`config.mk`:
```
export PLATFORM = sky130hd
export DESIGN_NAME = viterbi_output_unpack
export DESIGN_NICKNAME = d
export VERILOG_FILES = /design/src/rtl/viterbi_pkg.sv /design/src/rtl/viterbi_word_fifo.sv /design/src/rtl/viterbi_output_unpack.sv
export SDC_FILE = /design/constraint.sdc
export NUM_CORES = 1
export LEC_CHECK = 0
export CELL_PAD_IN_SITES_DETAIL_PLACEMENT = 1
export CELL_PAD_IN_SITES_GLOBAL_PLACEMENT = 1
export CORE_UTILIZATION = 50
export DETAILED_ROUTE_END_ITERATION = 6
export GPL_TIMING_DRIVEN = 0
export PLACE_DENSITY_LB_ADDON = 0.3
export REMOVE_ABC_BUFFERS = 1
export SYNTH_ARGS = -nofsm -noshare
export SYNTH_HDL_FRONTEND = slang
export SYNTH_HIERARCHICAL = 1
export SYNTH_SLANG_ARGS = --single-unit
```
`constraint.sdc`:
```
create_clock -name Clock -period 5.8 [get_ports Clock]
set_input_delay 0.87 -clock Clock [delete_from_list [all_inputs] [get_ports Clock]]
set_output_delay 0.87 -clock Clock [all_outputs]
set_load 0.02 [all_outputs]
```
`src/rtl/viterbi_pkg.sv`:
```
// Shared constants and types for the viterbi output stage.
package viterbi_pkg;

  localparam int unsigned SYM_W      = 3;
  localparam int unsigned VIT_WARMUP = 12;
  localparam int unsigned PH_W       = 2;

  localparam logic [PH_W-1:0] PH_WARM  = 2'd0;
  localparam logic [PH_W-1:0] PH_PRIME = 2'd1;
  localparam logic [PH_W-1:0] PH_RUN   = 2'd2;

  typedef logic [PH_W-1:0] phase_t;

  // Recovered data bit pair, X2N on the upper bit.
  typedef struct packed {
    logic x2;
    logic x1;
  } pair_t;

  // Y1N(n-1) must equal Y0N(n) ^ Y0N(n-2).
  function automatic logic parity_fail(input logic h2_y0,
                                       input logic h1_y1,
                                       input logic s_y0);
    return h1_y1 != (s_y0 ^ h2_y0);
  endfunction

endpackage

```
`src/rtl/viterbi_word_fifo.sv`:
```
// First-word-fall-through word FIFO; pointers carry an extra wrap bit.
module viterbi_word_fifo #(
  parameter int unsigned WIDTH = 16,
  parameter int unsigned DEPTH = 4
) (
  input  logic             Clock,
  input  logic             Reset,
  input  logic             push_i,
  input  logic [WIDTH-1:0] wdata_i,
  output logic             full_o,
  input  logic             pop_i,
  output logic [WIDTH-1:0] rdata_o,
  output logic             empty_o
);

  localparam int unsigned ADDR_W = (DEPTH > 1) ? $clog2(DEPTH) : 1;
  localparam int unsigned PTR_W  = ADDR_W + 1;

  logic [PTR_W-1:0] wr_ptr_q, wr_ptr_d;
  logic [PTR_W-1:0] rd_ptr_q, rd_ptr_d;
  logic [WIDTH-1:0] mem_q [DEPTH];
  logic             full_c, empty_c, wr_en_c, rd_en_c;

  // A push into a full FIFO is taken only when a pop frees the head slot.
  always_comb begin
    empty_c  = (wr_ptr_q == rd_ptr_q);
    full_c   = (wr_ptr_q[ADDR_W] != rd_ptr_q[ADDR_W]) &&
               (wr_ptr_q[ADDR_W-1:0] == rd_ptr_q[ADDR_W-1:0]);
    rd_en_c  = pop_i && !empty_c;
    wr_en_c  = push_i && (!full_c || rd_en_c);
    wr_ptr_d = wr_ptr_q;
    rd_ptr_d = rd_ptr_q;
    if (wr_en_c) wr_ptr_d = wr_ptr_q + PTR_W'(1);
    if (rd_en_c) rd_ptr_d = rd_ptr_q + PTR_W'(1);
  end

  always_ff @(posedge Clock) begin
    if (Reset) begin
      wr_ptr_q <= '0;
      rd_ptr_q <= '0;
      for (int i = 0; i < int'(DEPTH); i++) mem_q[i] <= '0;
    end else begin
      wr_ptr_q <= wr_ptr_d;
      rd_ptr_q <= rd_ptr_d;
      if (wr_en_c) mem_q[wr_ptr_q[ADDR_W-1:0]] <= wdata_i;
    end
  end

  assign rdata_o = mem_q[rd_ptr_q[ADDR_W-1:0]];
  assign full_o  = full_c;
  assign empty_o = empty_c;

endmodule

```
`src/rtl/viterbi_output_unpack.sv`:
```
// Post-decoder stage: drops warm-up symbols, rebuilds {X2N,X1N} pairs,
// checks Y1N parity and packs pairs into words behind a FIFO.
module viterbi_output_unpack
  import viterbi_pkg::*;
#(
  parameter int unsigned WORD_W     = 16,
  parameter int unsigned FIFO_DEPTH = 4,
  parameter int unsigned WARMUP     = VIT_WARMUP,
  parameter int unsigned CNT_W      = 8
) (
  input  logic              Clock,
  input  logic              Reset,
  input  logic              sym_en,
  input  logic [SYM_W-1:0]  sym_in,
  input  logic              dec_error,
  output logic [WORD_W-1:0] m_data,
  output logic              m_valid,
  input  logic              m_ready,
  input  logic              clr_status,
  output logic [CNT_W-1:0]  parity_err_cnt,
  output logic [CNT_W-1:0]  dec_err_cnt,
  output logic [CNT_W-1:0]  drop_cnt,
  output logic              overflow
);

  localparam int unsigned WARM_W    = (WARMUP > 1) ? $clog2(WARMUP) : 1;
  localparam int unsigned WARM_LAST = (WARMUP > 0) ? WARMUP - 1 : 0;
  localparam int unsigned PAIRS     = WORD_W / 2;
  localparam int unsigned PIDX_W    = (PAIRS > 1) ? $clog2(PAIRS) : 1;
  localparam int unsigned PAIR_LAST = PAIRS - 1;
  localparam phase_t      RST_PHASE = (WARMUP == 0) ? PH_PRIME : PH_WARM;

  phase_t              phase_q, phase_d;
  logic [WARM_W-1:0]   warm_cnt_q, warm_cnt_d;
  logic [SYM_W-1:0]    h1_q, h1_d;
  logic                h2_y0_q, h2_y0_d;
  logic                h2_vld_q, h2_vld_d;
  logic [PIDX_W-1:0]   pidx_q, pidx_d;
  logic [WORD_W-1:0]   word_q, word_d;
  logic [CNT_W-1:0]    par_cnt_q, par_cnt_d;
  logic [CNT_W-1:0]    dec_cnt_q, dec_cnt_d;
  logic [CNT_W-1:0]    drop_cnt_q, drop_cnt_d;
  logic                ovf_q, ovf_d;

  pair_t               pair_c;
  logic                push_c, par_fail_c, dec_inc_c, drop_c;
  logic                fifo_full_c, fifo_empty_c, pop_c;
  logic [WORD_W-1:0]   fifo_rdata_c;

  assign pop_c = !fifo_empty_c && m_ready;

  // Phase FSM, history, pair packing and status counters.
  always_comb begin
    phase_d    = phase_q;
    warm_cnt_d = warm_cnt_q;
    h1_d       = h1_q;
    h2_y0_d    = h2_y0_q;
    h2_vld_d   = h2_vld_q;
    pidx_d     = pidx_q;
    word_d     = word_q;
    par_cnt_d  = par_cnt_q;
    dec_cnt_d  = dec_cnt_q;
    drop_cnt_d = drop_cnt_q;
    ovf_d      = ovf_q;
    pair_c     = '0;
    push_c     = 1'b0;
    par_fail_c = 1'b0;

    case (phase_q)
      PH_WARM: begin
        if (sym_en) begin
          if (warm_cnt_q == WARM_W'(WARM_LAST)) phase_d = PH_PRIME;
          else warm_cnt_d = warm_cnt_q + WARM_W'(1);
        end
      end
      PH_PRIME: begin
        if (sym_en) begin
          h1_d    = sym_in;
          phase_d = PH_RUN;
        end
      end
      PH_RUN: begin
        if (sym_en) begin
          pair_c     = '{x2: h1_q[2], x1: sym_in[0]};
          par_fail_c = h2_vld_q && parity_fail(h2_y0_q, h1_q[1], sym_in[0]);
          h2_y0_d    = h1_q[0];
          h2_vld_d   = 1'b1;
          h1_d       = sym_in;
          // Pairs enter at the top so the first pair ends up in bits [1:0].
          word_d     = {pair_c, word_q[WORD_W-1:2]};
          if (pidx_q == PIDX_W'(PAIR_LAST)) begin
            push_c = 1'b1;
            pidx_d = '0;
          end else begin
            pidx_d = pidx_q + PIDX_W'(1);
          end
        end
      end
      default: phase_d = RST_PHASE;
    endcase

    dec_inc_c = sym_en && dec_error && (phase_q != PH_WARM);
    drop_c    = push_c && fifo_full_c && !pop_c;

    // Saturating counters; a clear beats a same-cycle increment.
    if (clr_status) begin
      par_cnt_d  = '0;
      dec_cnt_d  = '0;
      drop_cnt_d = '0;
      ovf_d      = 1'b0;
    end else begin
      if (par_fail_c && (par_cnt_q != '1))  par_cnt_d  = par_cnt_q + CNT_W'(1);
      if (dec_inc_c && (dec_cnt_q != '1))   dec_cnt_d  = dec_cnt_q + CNT_W'(1);
      if (drop_c && (drop_cnt_q != '1))     drop_cnt_d = drop_cnt_q + CNT_W'(1);
      if (drop_c)                           ovf_d      = 1'b1;
    end
  end

  always_ff @(posedge Clock) begin
    if (Reset) begin
      phase_q    <= RST_PHASE;
      warm_cnt_q <= '0;
      h1_q       <= '0;
      h2_y0_q    <= 1'b0;
      h2_vld_q   <= 1'b0;
      pidx_q     <= '0;
      word_q     <= '0;
      par_cnt_q  <= '0;
      dec_cnt_q  <= '0;
      drop_cnt_q <= '0;
      ovf_q      <= 1'b0;
    end else begin
      phase_q    <= phase_d;
      warm_cnt_q <= warm_cnt_d;
      h1_q       <= h1_d;
      h2_y0_q    <= h2_y0_d;
      h2_vld_q   <= h2_vld_d;
      pidx_q     <= pidx_d;
      word_q     <= word_d;
      par_cnt_q  <= par_cnt_d;
      dec_cnt_q  <= dec_cnt_d;
      drop_cnt_q <= drop_cnt_d;
      ovf_q      <= ovf_d;
    end
  end

  viterbi_word_fifo #(
    .WIDTH (WORD_W),
    .DEPTH (FIFO_DEPTH)
  ) u_fifo (
    .Clock   (Clock),
    .Reset   (Reset),
    .push_i  (push_c),
    .wdata_i (word_d),
    .full_o  (fifo_full_c),
    .pop_i   (pop_c),
    .rdata_o (fifo_rdata_c),
    .empty_o (fifo_empty_c)
  );

  assign m_data         = fifo_rdata_c;
  assign m_valid        = !fifo_empty_c;
  assign parity_err_cnt = par_cnt_q;
  assign dec_err_cnt    = dec_cnt_q;
  assign drop_cnt       = drop_cnt_q;
  assign overflow       = ovf_q;

endmodule

```
==> out/qor.txt <==
vias after detailed routing: 4172
min cycle time layout: 3.56 ns
GRT Total Usage: 25.3%
Synth async-reset ratio: 0%
Post-synth EDFFs: 64
dominant synthesized flop cell: edfxtp_1
first-pass GRT wire length: 22.4 mm
post-DP HPWL: 8.68 mm
leading area contributor after synthesis: edfxtp_1
Worst-Margin Slew: 1.14 ns
hold crit path type: reg2reg
Worst R2R Path Depth: 8
core area: 0.0114 mm2
share of layout cells above drive strength 1: 13.3%
worst clock skew: 0.0101 ns
post-CTS resize count: 0
worst-case clock buffer depth: 2
Starting Density: 51.2%
DRC violation count after routing: 0
total power: 2200 uW
ANT cells: 0
Post-layout nets: 581
Post-CTS Hold Buffers: 0
post-synthesis cell type count: 54
Final setup viols: 0
required time of the critical path: 4.93 ns
DIE WIDTH: 110 um
Int Pwr: 1760 uW
power share of the sequential group: 44.4%
final std cells w/o fill: 716
biggest area contributors in the synthesized netlist: edfxtp_1 (33%), dfxtp_1 (22%), mux4_2 (6.2%)
LEAKAGE: 0.00234 uW
Final Hold Viols: 0
port bufs: 50
period utilization: 61.4%
crit path DAT: 2.69 ns
Power Density: 313 mW/mm2
Vias/cell: 5.83
CTS root buf: clkbuf_16
clock power share: 51.7%
die area: 0.0121 mm2
CTS tree: built
DP Cell Count: 684
area delta synth->final: 20.7%
critical path startpoint category: register
vias in the first global route: 4277
largest net degree at the start of global routing: 53
initial antenna violation count: 0
grt ovf: 0
Routed WL per cell: 19.5 um
switching fraction of total power: 20.2%
gpl congestion: 0.742
peak supply drop: 0.000191 V
Synth top area share: 33.0%
CP endpoint kind: output port
outcome: finished clean
CTS H-Tree Depth: 4
post-synth design cell area: 0.00583 mm2
max-cap violations: 0
total CTS buffers: 17
Syn Inst Count: 517
RSZ-0062 raised after global routing: false
Sink Count: 127
starting DRC count in detailed routing: 223
Post-Syn Area per Cell: 11.3 um2
post-synthesis sequential area ratio: 54.6%
Yosys warning count: 6
maximum clock rate: 0.281 GHz
Fillers: 1184
clk_lat worst skew: 0.41 ns
Yosys reg bits: 127
post-route ant nets: 0
Hold Crit Depth: 2
Routed WL: 14.0 mm
DR pass1 iterations: 4
Max Slew Vio Count: 0
Slew HR: 23.7%
Die Y-Extent: 110 um
Clock Pin Slew Worst Setup and Hold Paths: 0.06 ns
FP Rows: 39
io pins: 51
switching power: 445 uW
CP Max Fanout: 16
setup bufs post-CTS: 0
critical path class: reg2out
combinational fraction of design power: 3.9%
==> Yosys cell counts (all sizes together), types with 2 or more instances <==
library cell and number:
nor4 2, and4 2, nand3 18, nor3 52, mux4 16, edfxtp 64
nor2 42, mux2 19, a21oi 21, xnor2 5, ha 12, inv 28
o21ai 9, nand4 4, nand2b 10, xor2 7, and3 2, or4 4
clkbuf 12, buf 17, nor2b 22, a211oi 5, a211o 2, a31oi 2
nand2 29, o21bai 4, dfxtp 63, and2 4, or2 3, a31o 3
o31ai 7, or3 3, nand3b 2, mux2i 6
==> worst max-delay path: stages (launching register included) <==
cell	delay, ns
dfxtp_1	1.08
mux4_2	0.64
clkdlybuf4s50_1	0.56
==> logic make-up after synthesis <==
family	Yosys count	synth area share (%)
flip-flops	127	54.6
AND/OR/NAND/NOR	204	17.9
AO/OA/AOI/OAI	63	7.62
XOR/XNOR	13	2.19
buffers and inverters	57	4.23
multiplexers	41	10.9
adder cells (fa/ha/maj)	12	2.58
==> final timing paths <==
path	startpoint	to	slack (ns)
worst min register to register	h1_q[0]	h1_q[0]	0.46
worst max-delay path	register	m_data[14]	2.24
worst min-delay path	h1_q[0]	h1_q[0]	0.46
worst max register to register	u_fifo/rd_ptr_q[2]	u_fifo/mem_q[1][6]	2.43
==> power by group through the flow <==
stage / registers, uW / clock network, uW / logic [uW]
final: 978 / 1140 / 86.2
after global routing: 981 / 1190 / 93.7
after CTS: 979 / 1160 / 87.6
after detailed placement: 997 / 0 / 86.2
after global placement: 994 / 0 / 83.6
after floorplan: 992 / 0 / 47.7
==> cell type report <==
type                       instances  area [um2]  share of cell area (%)
clock buffer                      19         433                    6.16
clock inverter                    13         194                    2.76
inverter                          28         105                    1.49
multi-input combinational        333        2410                    34.3
sequential                       127        3180                    45.3
tap                              143         179                    2.54
timing repair buffer              53         529                    7.53
==> sequential cells by signal (all words and copies together) (netlist names), named ones only <==
name,count
h1_q,3
u_fifo/mem_q,64
u_fifo/rd_ptr_q,3
parity_err_cnt,8
drop_cnt,8
h2_y0_q,1
overflow,1
u_fifo/wr_ptr_q,3
word_q,16
warm_cnt_q,4
dec_err_cnt,8
pidx_q,3
phase_q,2
h2_vld_q,1
==> metrics by stage <==
step                TNS, ns  worst slack [ns]  hold WS [ns]  util (%)  cell area (um2)
floorplan                 0              1.47         0.428         -             5690
global placement      -2.07           -0.0545         0.435      56.0             6360
detailed placement        0              1.90         0.447      56.3             6400
CTS                       0              2.16         0.457      61.8             7030
global route              0              2.06         0.469      61.8             7030
finish                    0              2.24         0.457      61.8             7030
==> cell usage in the layout, fill, tap and decap left out, types with 9 or more instances in the layout <==
cell type	n
nor2_1	42
mux2_2	19
nand2_1	29
nor2b_1	22
edfxtp_1	64
nand2b_1	10
nand3_1	18
nor3_1	52
clkbuf_16	17
inv_1	28
ha_1	12
clkdlybuf4s50_1	49
dfxtp_1	63
a21oi_1	21
mux4_2	16
o21ai_0	9
==> metal layers <==
| metal | vias up | global-route usage, % | share of wire (%) |
|---|---|---|---|
| li1 | 1962 | - | - |
| met1 | 2091 | 30.0 | 42 |
| met2 | 105 | 44.3 | 53 |
| met3 | 14 | 7.59 | 4.7 |
| met4 | 0 | 6.67 | 1.0 |
| met5 | - | 0 | 0 |
Note: power is estimated with default switching activity, not from simulation.
